[src/rtl/lcd_pkg.sv]
// rtl/lcd_pkg.sv - shared constants, state encodings and helpers for the LCD driver
// Contents:
//   ST_*                 FSM state encodings (3-bit)
//   LCD_*_BIT            bit positions inside the 32-bit LCD register
//   INIT_ROM / INIT_LEN  power-up command sequence (LCD_INIT_EN builds only)
//   is_clear_home()      selects the long post-transfer wait
package lcd_pkg;

    localparam logic [2:0] ST_PWRUP     = 3'd0;
    localparam logic [2:0] ST_INIT_LOAD = 3'd1;
    localparam logic [2:0] ST_IDLE      = 3'd2;
    localparam logic [2:0] ST_SETUP     = 3'd3;
    localparam logic [2:0] ST_PULSE     = 3'd4;
    localparam logic [2:0] ST_HOLD      = 3'd5;
    localparam logic [2:0] ST_WAIT      = 3'd6;

    localparam int LCD_ON_BIT  = 31;
    localparam int LCD_REQ_BIT = 9;
    localparam int LCD_RS_BIT  = 8;

`ifdef LCD_INIT_EN
    // 8-bit/2-line function set (x3), display on, clear, entry mode increment
    localparam int INIT_LEN = 6;
    localparam logic [7:0] INIT_ROM [INIT_LEN] = '{8'h38, 8'h38, 8'h38, 8'h0C, 8'h01, 8'h06};
`endif

    // Clear display (0x01) and return home (0x02/0x03) need the long panel wait
    function automatic logic is_clear_home(input logic rs, input logic [7:0] b);
        return (!rs) && ((b == 8'h01) || (b == 8'h02) || (b == 8'h03));
    endfunction

endpackage

[src/rtl/lcd_if.sv]
// rtl/lcd_if.sv - LCD register / panel signal bundle
// Signals:
//   lcd_reg_i   32  LCD register from the core ([31] ON, [9] REQ, [8] RS, [7:0] byte)
//   lcd_data_o   8  panel data bus
//   lcd_rs_o     1  register select
//   lcd_rw_o     1  read/write (always write)
//   lcd_en_o     1  enable strobe
//   lcd_on_o     1  panel power/backlight
//   busy_o       1  transfer or init in progress
//   ack_o        1  last accepted REQ value
// Modports: master (core/bench side), slave (lcd_driver)
interface lcd_if;
    logic [31:0] lcd_reg_i;
    logic [7:0]  lcd_data_o;
    logic        lcd_rs_o;
    logic        lcd_rw_o;
    logic        lcd_en_o;
    logic        lcd_on_o;
    logic        busy_o;
    logic        ack_o;

    modport master (
        output lcd_reg_i,
        input  lcd_data_o, lcd_rs_o, lcd_rw_o, lcd_en_o, lcd_on_o, busy_o, ack_o
    );

    modport slave (
        input  lcd_reg_i,
        output lcd_data_o, lcd_rs_o, lcd_rw_o, lcd_en_o, lcd_on_o, busy_o, ack_o
    );
endinterface

[src/rtl/lcd_timer.sv]
// rtl/lcd_timer.sv - loadable down-counter shared by all timed LCD states
// Ports:
//   clk_i    in   clock
//   load_i   in   load value_i into the counter this edge
//   value_i  in   W  reload value (phase length minus one)
//   done_o   out  counter has reached zero
// Loading N gives N+1 cycles until the owning state sees done_o.
module lcd_timer #(
    parameter int W = 8
) (
    input  logic         clk_i,
    input  logic         load_i,
    input  logic [W-1:0] value_i,
    output logic         done_o
);

    logic [W-1:0] r_cnt;

    // No reset: the driver asserts load_i throughout its reset
    always_ff @(posedge clk_i) begin
        if (load_i) begin
            r_cnt <= value_i;
        end else if (r_cnt != '0) begin
            r_cnt <= r_cnt - 1'b1;
        end
    end

    assign done_o = (r_cnt == '0);

endmodule

[src/rtl/lcd_driver.sv]
// rtl/lcd_driver.sv - HD44780 panel engine behind the memory-mapped LCD register
// Ports:
//   clk_i  in  clock (core domain)
//   rst_i  in  synchronous reset, active-high
//   bus    lcd_if.slave  register input, panel outputs, busy/ack status
// Optional feature: LCD_INIT_EN adds the power-up wait and init command sequence.
// A request is pending while lcd_reg_i[9] differs from ack_o; it is only
// accepted in IDLE, so toggles made while busy are sampled when IDLE returns.
module lcd_driver
    import lcd_pkg::*;
#(
    parameter int T_SETUP = 2,
    parameter int T_PULSE = 12,
    parameter int T_HOLD  = 2,
    parameter int T_CMD   = 2000,
    parameter int T_CLR   = 82000,
    parameter int T_PWRUP = 750000
) (
    input  logic   clk_i,
    input  logic   rst_i,
    lcd_if.slave   bus
);

    function automatic int imax(input int a, input int b);
        return (a > b) ? a : b;
    endfunction

    localparam int T_MAX = imax(imax(imax(T_SETUP, T_PULSE), imax(T_HOLD, T_CMD)),
                                imax(T_CLR, T_PWRUP));
    localparam int TW    = $clog2(T_MAX + 1);

    // Timer reload values: a phase of T cycles loads T-1
    localparam logic [TW-1:0] V_SETUP = TW'(T_SETUP - 1);
    localparam logic [TW-1:0] V_PULSE = TW'(T_PULSE - 1);
    localparam logic [TW-1:0] V_HOLD  = TW'(T_HOLD - 1);
    localparam logic [TW-1:0] V_CMD   = TW'(T_CMD - 1);
    localparam logic [TW-1:0] V_CLR   = TW'(T_CLR - 1);
`ifdef LCD_INIT_EN
    localparam logic [TW-1:0] V_PWRUP = TW'(T_PWRUP - 1);
`endif

    logic [2:0]    r_state;
    logic [7:0]    r_data;
    logic          r_rs;
    logic          r_ack;
    logic          r_on;
    logic          w_pending;
    logic          w_load;
    logic [TW-1:0] w_value;
    logic [TW-1:0] w_wait_val;
    logic          w_done;
    logic          w_unused_reg;

`ifdef LCD_INIT_EN
    logic [2:0]    r_init_idx;   // next ROM entry to send
    logic          w_init_busy;
    assign w_init_busy = (r_init_idx != 3'(INIT_LEN));
`endif

    assign w_pending    = (bus.lcd_reg_i[LCD_REQ_BIT] != r_ack);
    assign w_wait_val   = is_clear_home(r_rs, r_data) ? V_CLR : V_CMD;
    assign w_unused_reg = ^bus.lcd_reg_i[30:10];

    lcd_timer #(.W(TW)) u_timer (
        .clk_i   (clk_i),
        .load_i  (w_load),
        .value_i (w_value),
        .done_o  (w_done)
    );

    // Timer is reloaded on every state transition with the next phase length
    always_comb begin
        w_load  = 1'b0;
        w_value = '0;
        if (rst_i) begin
            w_load = 1'b1;
`ifdef LCD_INIT_EN
            w_value = V_PWRUP;
`endif
        end else begin
            case (r_state)
`ifdef LCD_INIT_EN
                ST_PWRUP: begin
                    if (w_done) begin
                        w_load  = 1'b1;
                        w_value = V_SETUP;
                    end
                end
`endif
                ST_IDLE: begin
                    if (w_pending) begin
                        w_load  = 1'b1;
                        w_value = V_SETUP;
                    end
                end
`ifdef LCD_INIT_EN
                ST_INIT_LOAD,
`endif
                ST_SETUP: begin
                    if (w_done) begin
                        w_load  = 1'b1;
                        w_value = V_PULSE;
                    end
                end
                ST_PULSE: begin
                    if (w_done) begin
                        w_load  = 1'b1;
                        w_value = V_HOLD;
                    end
                end
                ST_HOLD: begin
                    if (w_done) begin
                        w_load  = 1'b1;
                        w_value = w_wait_val;
                    end
                end
                ST_WAIT: begin
`ifdef LCD_INIT_EN
                    if (w_done && w_init_busy) begin
                        w_load  = 1'b1;
                        w_value = V_SETUP;
                    end
`endif
                end
                default: ;
            endcase
        end
    end

    always_ff @(posedge clk_i) begin
        if (rst_i) begin
            r_data <= 8'h00;
            r_rs   <= 1'b0;
            r_ack  <= 1'b0;
            r_on   <= 1'b0;
`ifdef LCD_INIT_EN
            r_state    <= ST_PWRUP;
            r_init_idx <= 3'd0;
`else
            r_state <= ST_IDLE;
`endif
        end else begin
            r_on <= bus.lcd_reg_i[LCD_ON_BIT];
            case (r_state)
`ifdef LCD_INIT_EN
                // INIT_LOAD captures a ROM byte on entry and then doubles as
                // that byte's setup phase, so init bytes cost the same as user bytes
                ST_PWRUP: begin
                    if (w_done) begin
                        r_data     <= INIT_ROM[0];
                        r_rs       <= 1'b0;
                        r_init_idx <= 3'd1;
                        r_state    <= ST_INIT_LOAD;
                    end
                end
                ST_INIT_LOAD: begin
                    if (w_done) r_state <= ST_PULSE;
                end
`endif
                ST_IDLE: begin
                    if (w_pending) begin
                        r_data  <= bus.lcd_reg_i[7:0];
                        r_rs    <= bus.lcd_reg_i[LCD_RS_BIT];
                        r_ack   <= bus.lcd_reg_i[LCD_REQ_BIT];
                        r_state <= ST_SETUP;
                    end
                end
                ST_SETUP: begin
                    if (w_done) r_state <= ST_PULSE;
                end
                ST_PULSE: begin
                    if (w_done) r_state <= ST_HOLD;
                end
                ST_HOLD: begin
                    if (w_done) r_state <= ST_WAIT;
                end
                ST_WAIT: begin
                    if (w_done) begin
`ifdef LCD_INIT_EN
                        if (w_init_busy) begin
                            r_data     <= INIT_ROM[r_init_idx];
                            r_rs       <= 1'b0;
                            r_init_idx <= r_init_idx + 3'd1;
                            r_state    <= ST_INIT_LOAD;
                        end else begin
                            r_state <= ST_IDLE;
                        end
`else
                        r_state <= ST_IDLE;
`endif
                    end
                end
                default: r_state <= ST_IDLE;
            endcase
        end
    end

    // EN decoded from the registered state: a reset during PULSE drops it next edge
    assign bus.lcd_data_o = r_data;
    assign bus.lcd_rs_o   = r_rs;
    assign bus.lcd_rw_o   = 1'b0;
    assign bus.lcd_en_o   = (r_state == ST_PULSE);
    assign bus.lcd_on_o   = r_on;
    assign bus.busy_o     = (r_state != ST_IDLE);
    assign bus.ack_o      = r_ack;

endmodule

[src/flat_wrapper.sv]
// flat-port wrapper written by rule: the top's interface ports become plain ports
module lcd_driver_flat import lcd_pkg::*;
#(
    parameter int T_SETUP = 2,
    parameter int T_PULSE = 12,
    parameter int T_HOLD  = 2,
    parameter int T_CMD   = 2000,
    parameter int T_CLR   = 82000,
    parameter int T_PWRUP = 750000
)
  (clk_i, rst_i, bus_lcd_reg_i, bus_lcd_data_o, bus_lcd_rs_o, bus_lcd_rw_o, bus_lcd_en_o, bus_lcd_on_o, bus_busy_o, bus_ack_o);
  lcd_if bus_i ();
  input  logic clk_i;
  input  logic rst_i;
  input wire logic [$bits(bus_i.lcd_reg_i)-1:0] bus_lcd_reg_i;
  output wire logic [$bits(bus_i.lcd_data_o)-1:0] bus_lcd_data_o;
  output wire logic [$bits(bus_i.lcd_rs_o)-1:0] bus_lcd_rs_o;
  output wire logic [$bits(bus_i.lcd_rw_o)-1:0] bus_lcd_rw_o;
  output wire logic [$bits(bus_i.lcd_en_o)-1:0] bus_lcd_en_o;
  output wire logic [$bits(bus_i.lcd_on_o)-1:0] bus_lcd_on_o;
  output wire logic [$bits(bus_i.busy_o)-1:0] bus_busy_o;
  output wire logic [$bits(bus_i.ack_o)-1:0] bus_ack_o;
  assign bus_i.lcd_reg_i = bus_lcd_reg_i;
  assign bus_lcd_data_o = bus_i.lcd_data_o;
  assign bus_lcd_rs_o = bus_i.lcd_rs_o;
  assign bus_lcd_rw_o = bus_i.lcd_rw_o;
  assign bus_lcd_en_o = bus_i.lcd_en_o;
  assign bus_lcd_on_o = bus_i.lcd_on_o;
  assign bus_busy_o = bus_i.busy_o;
  assign bus_ack_o = bus_i.ack_o;
  lcd_driver #(.T_SETUP(T_SETUP), .T_PULSE(T_PULSE), .T_HOLD(T_HOLD), .T_CMD(T_CMD), .T_CLR(T_CLR), .T_PWRUP(T_PWRUP)) u_core (.clk_i(clk_i), .rst_i(rst_i), .bus(bus_i));
endmodule
[config.mk]
export PLATFORM = sky130hd
export DESIGN_NAME = lcd_driver_flat
export DESIGN_NICKNAME = d
export VERILOG_FILES = /design/src/rtl/lcd_pkg.sv /design/src/rtl/lcd_if.sv /design/src/rtl/lcd_timer.sv /design/src/rtl/lcd_driver.sv /design/src/flat_wrapper.sv
export SDC_FILE = /design/constraint.sdc
export NUM_CORES = 1
export LEC_CHECK = 0
export CAP_MARGIN = 20
export CORE_UTILIZATION = 50
export CTS_BUF_LIST = sky130_fd_sc_hd__clkbuf_8
export CTS_CLUSTER_DIAMETER = 80
export DETAILED_ROUTE_END_ITERATION = 8
export DONT_BUFFER_PORTS = 1
export GPL_TIMING_DRIVEN = 0
export HOLD_SLACK_MARGIN = 0.12
export PLACE_DENSITY = 0.71
export SLEW_MARGIN = 10
export SYNTH_ARGS = -nofsm -noshare
export SYNTH_HDL_FRONTEND = slang
export SYNTH_HIERARCHICAL = 1
export SYNTH_SLANG_ARGS = --single-unit
export TNS_END_PERCENT = 20
[constraint.sdc]
create_clock -name clk_i -period 9.45 [get_ports clk_i]
set_clock_uncertainty 0.05 [all_clocks]
set_input_delay 0.945 -clock clk_i [delete_from_list [all_inputs] [get_ports clk_i]]
set_output_delay 0.945 -clock clk_i [all_outputs]
set_load 0.02 [all_outputs]
==> flow_metrics.tcl <==
set metrics [dict create \
    die_width_um 64.88 \
    cp_top_family "simple AND/OR/NAND/NOR gates" \
    tightest_slew_ns 0.8126 \
    ant_nets 0 \
    p_int_uw 328.8 \
    drt-initial-drc-count 78 \
    antenna_found_initial 0 \
    avgViaCountPerCell 5.306 \
    grt_setup_unrepaired "no" \
    p_total_uw 463.4 \
    grt_remaining_overflow 0 \
    numPortBuffers 0 \
    slew_headroom 0.4569 \
    p_seq_frac 0.447 \
    clk_latency_ns 0.29 \
    dr.pass1.iters 4 \
    syn-instance-count 203 \
    fin_ws_ns 5.738 \
    clk_pin_slew_ns 0.06 \
    crit_slowest_cell "nand2_1" \
    synthToLayoutAreaGrowth_pct 11.71 \
    nNetsFinal 255 \
    cts_root_buffer "clkbuf_8" \
    synth-seq-area-share 0.4456 \
    wl_um 3461 \
    power.leakage_uw 0.0008130 \
    place_area_mm2 0.002071 \
    drive_gt1_frac 0.09545 \
    cp_data_required_time_ns 9.31 \
    p_comb_frac 0.208 \
    endpoint_kind "flop" \
    cts_max_path_buffers 2 \
    clkPwrFrac 0.345 \
    postCtsHoldBufs 0 \
    routedWlPerCell_um 12.91 \
    grt_first_pass_wirelength_um 5658 \
    grt_pass1_vias 1319 \
    pre_cts_ws_ns 5.754 \
    cp_cell_sequence "or4_1, or4_4, nor4_4, nand3_1, nand4b_1, clkbuf_1, inv_1, nand2_1" \
    cap_violations 0 \
    syn_area_per_cell_um2 9.738 \
    hold_viol 0 \
    gp_congestion 0.7395 \
    yosys_warnings 6 \
    cts_setup_buffers 0 \
    worstSetupPathType "reg2reg" \
    fp.dieArea_mm2 0.004209 \
    max_freq_ghz 0.2694 \
    drv_slew 0 \
    swShare 0.2906 \
    htreeDepth 2 \
    synth-seq-cells 34 \
    diodes 0 \
    core-area_mm2 0.003716 \
    fin_tns_setup_ns 0 \
    fillers 327 \
    final_cell_mix "nand2_1, edfxtp_1, nand2b_1" \
    rows 22 \
    status "finished, final reports clean" \
    worst-path-buf-inv 2 \
    period_share 0.3928 \
    die_y_um 64.88 \
    groute.usage.overall 0.1786 \
    drc 0 \
    cpPeakStageDelay_ns 0.64 \
    power_density_mw_per_mm2 209.9 \
    worst-r2r-setup-slack_ns 5.74 \
    dp_hpwl_um 2531 \
    p_sw_uw 134.7 \
    via_count 1422 \
    hold-worst-slack_ns 0.4865 \
    grt_max_degree 21 \
    fin_crit_ns 3.712 \
    setup_viol 0 \
    boundaryPins 48 \
    crit_path_start_kind "flop" \
    worstHoldPathType "reg2reg" \
    numCtsBuffers 5 \
    cts_num_sinks 34 \
    mostFrequentLayoutCell "nand2_1" \
    worstPathArrival_ns 3.57 \
    irDropWorstVdd_mv 0.1310 \
    initial_core_util 0.5320 \
    tritoncts "yes" \
    cts-resized-gates 0 \
    crit_fanout 20 \
    synthesis.area_mm2 0.001977 \
    synth_cell_type_count 45 \
    final_area_mm2 0.002208 \
]
==> synth_stat cells (all sizes together) <==
cell type	n	area (um2)
and2	1	8.760
nand2b	19	118.9
nand2	26	97.59
inv	4	15.01
xor2	10	87.58
edfxtp	20	600.6
nor4b	1	8.760
mux2i	10	100.1
a21o	1	7.510
and2b	1	7.510
buf	2	27.53
nand3	4	20.02
ha	2	25.02
a21boi	1	7.510
or3	1	6.260
or4	5	41.29
nor4	7	80.07
or3b	1	8.760
a31oi	4	25.02
or2	1	6.260
o21ai	19	95.09
nor3b	3	38.79
a21oi	2	10.01
nand4b	1	8.760
and3	1	6.260
conb	1	3.750
xnor2	6	52.55
nor2b	2	12.51
o21a	1	7.510
o31ai	2	15.01
nor3	5	30.03
dfxtp	14	280.3
clkbuf	8	30.03
o211ai	1	7.510
nor2	11	41.29
nand4	5	37.53
==> worst paths after layout <==
| kind | start | end | cells past startpoint |
|---|---|---|---|
| setup / recovery | u_core/u_timer/r_cnt[16] | u_core/u_timer/r_cnt[1] | 8 |
| hold / removal | u_core/r_state[2] | u_core/r_state[2] | 2 |
| setup reg to reg | u_core/u_timer/r_cnt[16] | u_core/u_timer/r_cnt[1] | 8 |
| hold reg to reg | u_core/r_state[2] | u_core/r_state[2] | 2 |
==> worst register-to-register path: stages (launching register included) <==
cell and delay [ns]:
edfxtp_1 0.46, or4_1 0.56, or4_4 0.45, nor4_4 0.36, nand3_1 0.23, nand4b_1 0.15
clkbuf_1 0.26, inv_1 0.18, nand2_1 0.64
==> metal layers <==
layer	global-route usage	vias up	wire, um
li1	-	749	-
met1	0.2015	640	1630
met2	0.3073	27	1631
met3	0.05810	6	148
met4	0.07222	0	51
met5	0	-	0
==> logic make-up after synthesis <==
| logic type | Yosys count | share of synthesized area |
|---|---|---|
| other cells | 1 | 0.001897 |
| fa+ha+maj | 2 | 0.01266 |
| flops | 34 | 0.4456 |
| simple gates | 95 | 0.2930 |
| compound gates | 31 | 0.08861 |
| xor+xnor | 16 | 0.07088 |
| mux | 10 | 0.05063 |
| buf+inv | 14 | 0.03671 |
==> power groups by stage <==
stage / combinational [uW] / sequential, uW / clock, uW
floorplan: 82.8 / 204 / 0
global placement: 95.9 / 209 / 0
detailed placement: 97.1 / 210 / 0
CTS: 97.5 / 207 / 165
global route: 109 / 210 / 170
finish: 96.5 / 207 / 160
==> sequential cells by signal, indices dropped and copies added (netlist names) <==
signal / flops
u_core/bus.lcd_data_o: 8
u_core/u_timer/r_cnt: 20
u_core/bus.lcd_rs_o: 1
u_core/r_state: 3
u_core/bus.ack_o: 1
u_core/bus.lcd_on_o: 1
==> layout make-up <==
type | instances | area [um2] | share of cell area
Buffer | 10 | 57.56 | 0.02606
Clock buffer | 5 | 68.82 | 0.03116
Inverter | 4 | 15.01 | 0.006799
Multi-Input combinational cell | 164 | 1057 | 0.4788
Sequential cell | 34 | 880.8 | 0.3989
Clock inverter | 3 | 68.82 | 0.03116
Tap cell | 48 | 60.06 | 0.02720
==> per-stage QoR <==
| step | std cells | utilization |
|---|---|---|
| floorplan | 212 | - |
| global route | 268 | 0.5943 |
| global placement | 260 | 0.5572 |
| detailed placement | 260 | 0.5572 |
| CTS | 268 | 0.5943 |
| finish | 268 | 0.5943 |
No activity file was read; power rests on OpenSTA's default activity.
